--- src/rtl/knight_pkg.sv ---
// Shared definitions for the knight-rider scanner: scan modes, direction
// encoding and the head+tail LED mask builder.
package knight_pkg;

  typedef enum logic [1:0] {
    MODE_BOUNCE = 2'd0,
    MODE_WRAPL  = 2'd1,
    MODE_WRAPR  = 2'd2,
    MODE_FREEZE = 2'd3
  } mode_t;

  typedef enum logic {
    DIR_UP   = 1'b0,
    DIR_DOWN = 1'b1
  } dir_t;

  localparam int MAX_W  = 64;
  localparam int MAX_LW = 6;

  // Tail trails behind the motion; out-of-range tail bits clip or wrap.
  function automatic logic [MAX_W-1:0] pattern(input int p, input logic d,
                                               input int w, input int t,
                                               input logic wrap);
    logic [MAX_W-1:0] m;
    int idx;
    m = '0;
    idx = p;
    m[idx[MAX_LW-1:0]] = 1'b1;
    for (int k = 1; k < MAX_W; k++) begin
      if (k <= t) begin
        idx = d ? p + k : p - k;
        if (idx >= 0 && idx < w) begin
          m[idx[MAX_LW-1:0]] = 1'b1;
        end else if (wrap) begin
          idx = d ? idx - w : idx + w;
          m[idx[MAX_LW-1:0]] = 1'b1;
        end
      end
    end
    return m;
  endfunction

endpackage

--- src/rtl/knight_prescale.sv ---
// Step prescaler: fires once every div+1 enabled cycles. The >= compare lets a
// lowered div take effect immediately instead of waiting for a counter wrap.
module knight_prescale #(
  parameter int DIV_W = 4
) (
  input  logic             ck,
  input  logic             res,
  input  logic             en,
  input  logic [DIV_W-1:0] div,
  output logic             tick
);

  logic [DIV_W-1:0] cnt_reg;

  assign tick = en & (cnt_reg >= div);

  always_ff @(posedge ck) begin
    if (res) begin
      cnt_reg <= '0;
    end else if (tick) begin
      cnt_reg <= '0;
    end else if (en) begin
      cnt_reg <= cnt_reg + DIV_W'(1);
    end
  end

endmodule

--- src/rtl/knight_scan.sv ---
// Parametrised knight-rider LED scanner with bounce/wrap/freeze modes,
// trailing tail, end-point dwell and step/turn status pulses.
module knight_scan
  import knight_pkg::*;
#(
  parameter int WIDTH = 8,
  parameter int DIV_W = 4,
  parameter int TAIL  = 0,
  parameter int DWELL = 0
) (
  input  logic                     ck,
  input  logic                     res,
  input  logic                     en,
  input  logic [1:0]               mode,
  input  logic [DIV_W-1:0]         div,
  output logic [WIDTH-1:0]         out,
  output logic [$clog2(WIDTH)-1:0] pos,
  output logic                     dir,
  output logic                     step,
  output logic                     turn
);

  localparam int PW  = $clog2(WIDTH);
  localparam int DCW = (DWELL > 0) ? $clog2(DWELL + 1) : 1;
  localparam logic [PW-1:0] LAST = PW'(WIDTH - 1);

  if (WIDTH < 2 || WIDTH > MAX_W || TAIL < 0 || TAIL >= WIDTH || DWELL < 0) begin : g_param_check
    $error("knight_scan: illegal WIDTH/TAIL/DWELL combination");
  end

  logic             run;
  logic             tick;
  logic [PW-1:0]    pos_reg, pos_next;
  dir_t             dir_reg, dir_next;
  logic [DCW-1:0]   dcnt_reg, dcnt_next;
  logic [WIDTH-1:0] out_reg, out_next;
  logic             step_reg;
  logic             turn_reg, turn_next;
  logic             wrap;

  assign run = en & (mode != MODE_FREEZE);

  knight_prescale #(.DIV_W(DIV_W)) u_prescale (
    .ck   (ck),
    .res  (res),
    .en   (run),
    .div  (div),
    .tick (tick)
  );

  always_comb begin
    pos_next  = pos_reg;
    dir_next  = dir_reg;
    dcnt_next = dcnt_reg;
    turn_next = 1'b0;
    wrap      = 1'b0;
    if (tick) begin
      case (mode)
        MODE_BOUNCE: begin
          if (dir_reg == DIR_UP) begin
            if (pos_reg == LAST) begin
              if (int'(dcnt_reg) < DWELL) begin
                dcnt_next = dcnt_reg + DCW'(1);
              end else begin
                pos_next  = LAST - PW'(1);
                dir_next  = DIR_DOWN;
                dcnt_next = '0;
                turn_next = 1'b1;
              end
            end else begin
              pos_next = pos_reg + PW'(1);
            end
          end else begin
            if (pos_reg == '0) begin
              if (int'(dcnt_reg) < DWELL) begin
                dcnt_next = dcnt_reg + DCW'(1);
              end else begin
                pos_next  = PW'(1);
                dir_next  = DIR_UP;
                dcnt_next = '0;
                turn_next = 1'b1;
              end
            end else begin
              pos_next = pos_reg - PW'(1);
            end
          end
        end
        MODE_WRAPL: begin
          wrap      = 1'b1;
          dir_next  = DIR_UP;
          dcnt_next = '0;
          pos_next  = (pos_reg == LAST) ? '0 : pos_reg + PW'(1);
        end
        MODE_WRAPR: begin
          wrap      = 1'b1;
          dir_next  = DIR_DOWN;
          dcnt_next = '0;
          pos_next  = (pos_reg == '0) ? LAST : pos_reg - PW'(1);
        end
        default: ;
      endcase
    end
    out_next = WIDTH'(pattern(int'(pos_next), dir_next, WIDTH, TAIL, wrap));
  end

  always_ff @(posedge ck) begin
    if (res) begin
      pos_reg  <= '0;
      dir_reg  <= DIR_UP;
      dcnt_reg <= '0;
      out_reg  <= WIDTH'(1);
      step_reg <= 1'b0;
      turn_reg <= 1'b0;
    end else begin
      step_reg <= tick;
      turn_reg <= turn_next;
      if (tick) begin
        pos_reg  <= pos_next;
        dir_reg  <= dir_next;
        dcnt_reg <= dcnt_next;
        out_reg  <= out_next;
      end
    end
  end

  assign out  = out_reg;
  assign pos  = pos_reg;
  assign dir  = dir_reg;
  assign step = step_reg;
  assign turn = turn_reg;

endmodule

--- config.mk ---
export PLATFORM = sky130hd
export DESIGN_NAME = knight_scan
export DESIGN_NICKNAME = d
export VERILOG_FILES = /design/src/rtl/knight_pkg.sv /design/src/rtl/knight_prescale.sv /design/src/rtl/knight_scan.sv
export SDC_FILE = /design/constraint.sdc
export NUM_CORES = 1
export LEC_CHECK = 0
export CORE_MARGIN = 5
export CORE_UTILIZATION = 42
export CTS_BUF_LIST = sky130_fd_sc_hd__clkbuf_4 sky130_fd_sc_hd__clkbuf_8
export CTS_CLUSTER_SIZE = 30
export DETAILED_ROUTE_END_ITERATION = 6
export PLACE_DENSITY = 0.77
export SLEW_MARGIN = 5
export SYNTH_ARGS = -nofsm -noshare
export SYNTH_HDL_FRONTEND = slang
export SYNTH_HIERARCHICAL = 1
export SYNTH_SLANG_ARGS = --single-unit
--- constraint.sdc ---
create_clock -name ck -period 4.7 [get_ports ck]
set_clock_uncertainty 0.2 [all_clocks]
set_input_delay 0.94 -clock ck [delete_from_list [all_inputs] [get_ports ck]]
set_output_delay 0.94 -clock ck [all_outputs]
set_load 0.02 [all_outputs]
# Word-level counts from Yosys, hierarchy flattened
# Index checks and enable logic that the tools add are counted.
dict set report op_classes {
  n_mux 15
  n_bitwise 4
  addsub 3
  magnitude_cmp 3
  eq_ne 4
  reduce_logical 7
}
# cell count
set op_table {}
lappend op_table {{$mux 3} 6}
lappend op_table {{$pmux 3 s3} 1}
lappend op_table {{$lt 3x7->1 const B} 1}
lappend op_table {{$mux 1} 6}
lappend op_table {{$add 4x1->4 const B} 1}
lappend op_table {{$ge 4x4->1} 1}
lappend op_table {{$add 3x1->3 const B} 1}
lappend op_table {{$demux 1 s3} 1}
lappend op_table {{$eq 3x3->1 const B} 1}
lappend op_table {{$ge 3x1->1 const B} 1}
lappend op_table {{$logic_not 3->1} 1}
lappend op_table {{$pmux 1 s3} 1}
lappend op_table {{$reduce_bool 3->1} 1}
lappend op_table {{$reduce_or 3->1} 1}
lappend op_table {{$sub 3x1->3 const B} 1}
lappend op_table {{$and 1x1->1} 2}
lappend op_table {{$eq 2x1->1 const B} 1}
lappend op_table {{$eq 2x2->1 const B} 1}
lappend op_table {{$logic_not 2->1} 1}
lappend op_table {{$ne 2x2->1 const B} 1}
lappend op_table {{$not 1->1} 2}
lappend op_table {{$reduce_and 2->1} 1}
lappend op_table {{$reduce_or 2->1} 1}
lappend op_table {{$logic_and 1x1->1} 1}
dict set report totals {
  reg_bits 18
  elab_cells 42
  inputBits 9
}

# Logic depth before layout (Yosys ltp)
dict set report depth {
  word_depth 9
  mapped_depth 11
  mapped_depth_nobuf 11
}

# Hierarchy
# The synthesis kept the hierarchy.
# mod n_inst area_each_um2 cells_each
set by_module_without_submodules {}
lappend by_module_without_submodules {knight_scan 1 909.6 90}
lappend by_module_without_submodules {knight_prescale 1 324.1 35}

# Worst setup path before layout
# OpenSTA, ideal clock, no wires.
dict set report synth_timing {
  path_type {input port to flip-flop}
  start {input div[0]}
  end {register out_reg[2], in the netlist out[2]}
  setup_slack_ps 1597
  arrival_time_ps 2785
  stages 9
  setup_ps 117
  cell_sequence {ha_1 > nand2b_4 > a2111oi_4 > nor2_2 > and2_1 > and2b_4 > o21ai_1 > o32ai_2 > a32o_1}
}
dict set report synth_between {
  elab_chain_len 7
  elab_cells_between_ends 8
  classes_between {order compare (3); mux (3); bitwise (1); reduce/logical (1)}
}
# item line_no
set synth_lines {}
lappend synth_lines {{from (decl)} knight_scan.sv:15} ;# input logic [DIV_W-1:0] div,
lappend synth_lines {{$ge 4x4->1 *} knight_prescale.sv:15} ;# assign tick = en & (cnt_reg >= div);
lappend synth_lines {{$and 1x1->1 *} knight_prescale.sv:15}
lappend synth_lines {{named net tick} knight_scan.sv:32} ;# logic tick;
lappend synth_lines {{$mux 3} knight_scan.sv:57} ;# if (tick) begin
lappend synth_lines {{$lt 3x7->1 (not written as such) / $ge 3x1->1 (equally long branches)} knight_pkg.sv:28} ;# m[idx[MAX_LW-1:0]] = 1'b1;
lappend synth_lines {{$logic_and 1x1->1 (not written as such)} knight_pkg.sv:28}
lappend synth_lines {{$mux 1 (not written as such)} knight_pkg.sv:28}
lappend synth_lines {{$demux 1 s3} knight_pkg.sv:28}
lappend synth_lines {{to (signal assigned)} knight_scan.sv:121} ;# out_reg <= out_next;
lappend synth_lines {{to (decl)} knight_scan.sv:36} ;# logic [WIDTH-1:0] out_reg, out_next;
# Mark *: on every way through the listed nets, which the timed path passes. The rest lies on a longest branch.
# A chain may end at the register's enable or synchronous reset.

# Worst setup path after layout
dict set report layout_timing {
  start {input mode[0]}
  end {register out_reg[2], in the netlist out[2]}
}
dict set report layout_between {
  elab_chain_len 8
  elab_cells_between_ends 13
  classes_between {order compare (2); eq/ne (3); mux (4); bitwise (2); reduce/logical (2)}
}
# item line_no
set layout_lines {}
lappend layout_lines {{from (decl)} knight_scan.sv:14} ;# input logic [1:0] mode,
lappend layout_lines {{$ne 2x2->1 *} knight_scan.sv:41} ;# assign run = en & (mode != MODE_FREEZE);
lappend layout_lines {{$and 1x1->1 *} knight_scan.sv:41}
lappend layout_lines {{named net run} knight_scan.sv:31} ;# logic run;
lappend layout_lines {{$and 1x1->1 *} knight_prescale.sv:15}
lappend layout_lines {{named net tick} knight_scan.sv:32}
lappend layout_lines {{$mux 3} knight_scan.sv:57}
lappend layout_lines {{$lt 3x7->1 (not written as such) / $ge 3x1->1 (equally long branches)} knight_pkg.sv:28}
lappend layout_lines {{$logic_and 1x1->1 (not written as such)} knight_pkg.sv:28}
lappend layout_lines {{$mux 1 (not written as such)} knight_pkg.sv:28}
lappend layout_lines {{$demux 1 s3} knight_pkg.sv:28}
# Marked as above.

==> results.py <==
metrics = {
    "status": {
        "status": "completed",
    },
    "cells_and_area": {
        "stdcell_count": 178,
        "layout.core_utilization_pct": 53.8,
        "fillCellCount": 261,
        "fin_nets": 172,
        "post_route_cells_drive_above_1_share_pct": 16.3,
        "syn2layout_area_growth_pct": 21.2,
        "largest_register_ffs": 8,
        "diodes": 0,
    },
    "synthesis": {
        "yosysWarnings": 6,
        "synth_top_family_by_area": "compound AO/OA/AOI/OAI gates",
        "synthesis.nets": 148,
        "synth_xor_area_share_pct": 0.710,
        "number_of_distinct_library_cells_after_synthesis": 46,
        "synth.top_cells.by_area": "dfxtp_1 (29%), ha_1 (14%), o41ai_2 (4.0%)",
        "synthCells": 125,
        "post_synth_fa_ha_maj_area_fraction_pct": 14.2,
        "synthSimpleGateAreaFrac_pct": 18.8,
        "share_of_the_yosys_chip_area_belonging_to_registers_pct": 29.2,
        "synthesis.area_per_instance_um2": 9.87,
        "post_synth_mux_area_share_pct": 0,
        "synthesis.area_um2": 1230,
        "synth_edf_count": 0,
        "synth_largest_type_area_fraction_pct": 29.2,
        "synth-compound-area-share_pct": 31.8,
        "synth.largest_area_cell": "dfxtp_1",
        "postSynth.topFlopCell": "dfxtp_1",
        "synth.most_common_cell": "dfxtp_1",
        "async_reset_ff_share_pct": 0,
        "synth.ff_latch_count": 18,
        "yosys-top-cells-count": "dfxtp_1 (18), ha_1 (14), inv_1 (12)",
    },
    "timing": {
        "final-max-slew-violation-count": 0,
        "final_number_of_setup_violating_endpoints": 0,
        "finalWorstPathRequiredPeriod_ns": 3.47,
        "worst_slew_margin_rel_pct": 52.4,
        "max_freq_ghz": 0.289,
        "final.period_utilization_pct": 73.7,
        "rsz0062_at_grt": "no",
        "setup_tns_ns": 0,
        "worst_slew_pin_slew_ns": 0.711,
        "finalHoldViolCount": 0,
    },
    "worst_setup_path": {
        "critical_path.reg2reg.startpoint": "u_prescale/cnt_reg[0]",
        "crit_fanout": 9,
        "worst-endpoint-arrival_ns": 3.45,
        "critPathRequiredTime_ns": 4.68,
        "endpoint_kind": "flop",
        "setup_crit_path_kind": "input pin to flop",
        "critical_path.startpoint": "mode[0]",
        "worstSetupStartpointType": "input pin",
    },
    "min_path": {
        "worstHoldPathType": "flop to flop",
        "worstHoldStart": "out[7]",
    },
    "place": {
        "port_buffers": 22,
        "place_congestion": 0.843,
        "place_hpwl_um": 2140,
        "post-place-cells": 175,
    },
    "floorplan": {
        "rows": 19,
        "floorplan.initialDensity_pct": 44.4,
        "die-area_um2": 4120,
        "die_y_um": 64.2,
        "core_region_area_um2": 2780,
        "floorplan.die.width_um": 64.2,
        "num_io_pins": 23,
    },
    "clock_tree": {
        "cts_hold_repair.buffers": 0,
        "h-tree-depth": 1,
        "post_cts.resized_instances": 0,
        "clk_pin_slew_worst_paths_ns": 0.09,
        "postCtsSetupBuffers": 0,
        "cts-buffers-inserted": 3,
        "cts_tree": "done",
        "cts_root_buf": "clkbuf_4",
        "worst_skew_pair.late_latency_ns": 0.29,
        "maximum_clock_path_buffer_count": 2,
        "tritoncts_num_sinks": 18,
    },
    "drt": {
        "drt-pass1-iter-count": 4,
        "drt_first_iter_violations": 31,
        "final_antenna_net_count": 0,
        "post_drt_via_cell_ratio": 5.73,
        "vias": 1020,
        "avgRoutedWirePerCell_um": 15.1,
        "drt_wl_total_um": 2680,
        "post-route-drc-count": 0,
    },
    "grt": {
        "initial_antenna_violation_count": 0,
        "grt_first_pass_wirelength_um": 4700,
        "grt_start_max_net_pins": 17,
        "global_route.overflow_total": 0,
        "vias_in_the_first_global_route": 1009,
        "grt_use_total_pct": 13.6,
    },
    "power_and_ir_drop": {
        "total_leakage_power_nw": 0.583,
        "irDropWorstVdd_mv": 0.170,
        "power_density_nw_per_um2": 202,
        "post_layout_power_mw": 0.302,
    },
    "job": {
        "drv_cap": 0,
    },
}
critical path: stages:
cell and delay (ns):
clkdlybuf4s50_1 0.46, ha_1 0.31, nor2b_1 0.43, and2_1 0.31, and2b_4 0.23, o21ai_2 0.08
a221oi_4 0.30, nor4_4 0.10, a32o_1 0.29
final timing paths:
check / slack, ns / depth (start not counted) / endpoint
setup / recovery: 1.23 / 9 / out[2]
hold / removal: 0.28 / 1 / out[7]
setup reg to reg: 1.87 / 11 / out[2]
hold reg to reg: 0.28 / 1 / out[7]
where the power goes:
part           switching [mW]  leakage, nW  internal (mW)
combinational          0.0360        0.424         0.0306
clock                  0.0456       0.0138         0.0298
sequential            0.00438        0.146          0.156
layer usage:
metal / routed length [µm] / part of all wire, % / global-route usage (%)
met3: 207 / 7.7 / 4.90
met5: 0 / 0 / 0
met1: 1210 / 45 / 17.3
met4: 0 / 0 / 2.04
met2: 1270 / 47 / 22.6
final cells by class:
type                       instances  area [µm²]  share of cell area (%)
clock buffer                       3        22.5                    1.51
tap                               31        38.8                    2.59
sequential                        18         360                    24.1
multi-input combinational         92         808                    54.1
timing repair buffer              22         220                    14.7
inverter                          12        45.0                    3.01
cell usage in the layout, fill, tap and decap left out, types with 2 or more instances in the layout:
cell             instances
nand2_1                  4
inv_1                   12
nand2b_1                 7
nand3_1                  3
dfxtp_1                 18
o211ai_1                 2
a21oi_1                  7
a211oi_2                 2
nor2b_1                  4
o21ai_0                  3
clkbuf_4                 3
nor2_1                   8
a21oi_2                  2
o41ai_2                  3
ha_1                    14
clkdlybuf4s50_1         22
a32o_1                   4
o21ai_1                  2
stage by stage:
step	hold slack, ns	setup slack, ns	area, µm²
3_5_place_dp	0.268	0.953	1470
5_1_grt	0.311	1.06	1500
6_report	0.285	1.23	1500
3_3_place_gp	0.265	1.03	1470
2_1_floorplan	0.272	1.60	1230
4_1_cts	0.293	1.25	1500
cell families (layout without fill, tap and decap cells):
family / Yosys count / in the layout
simple gates: 37 / 37
compound gates: 40 / 40
buf+inv: 15 / 37
fa+ha+maj: 14 / 14
xor+xnor: 1 / 1
flops: 18 / 18
(Power assumes the default switching activity.)
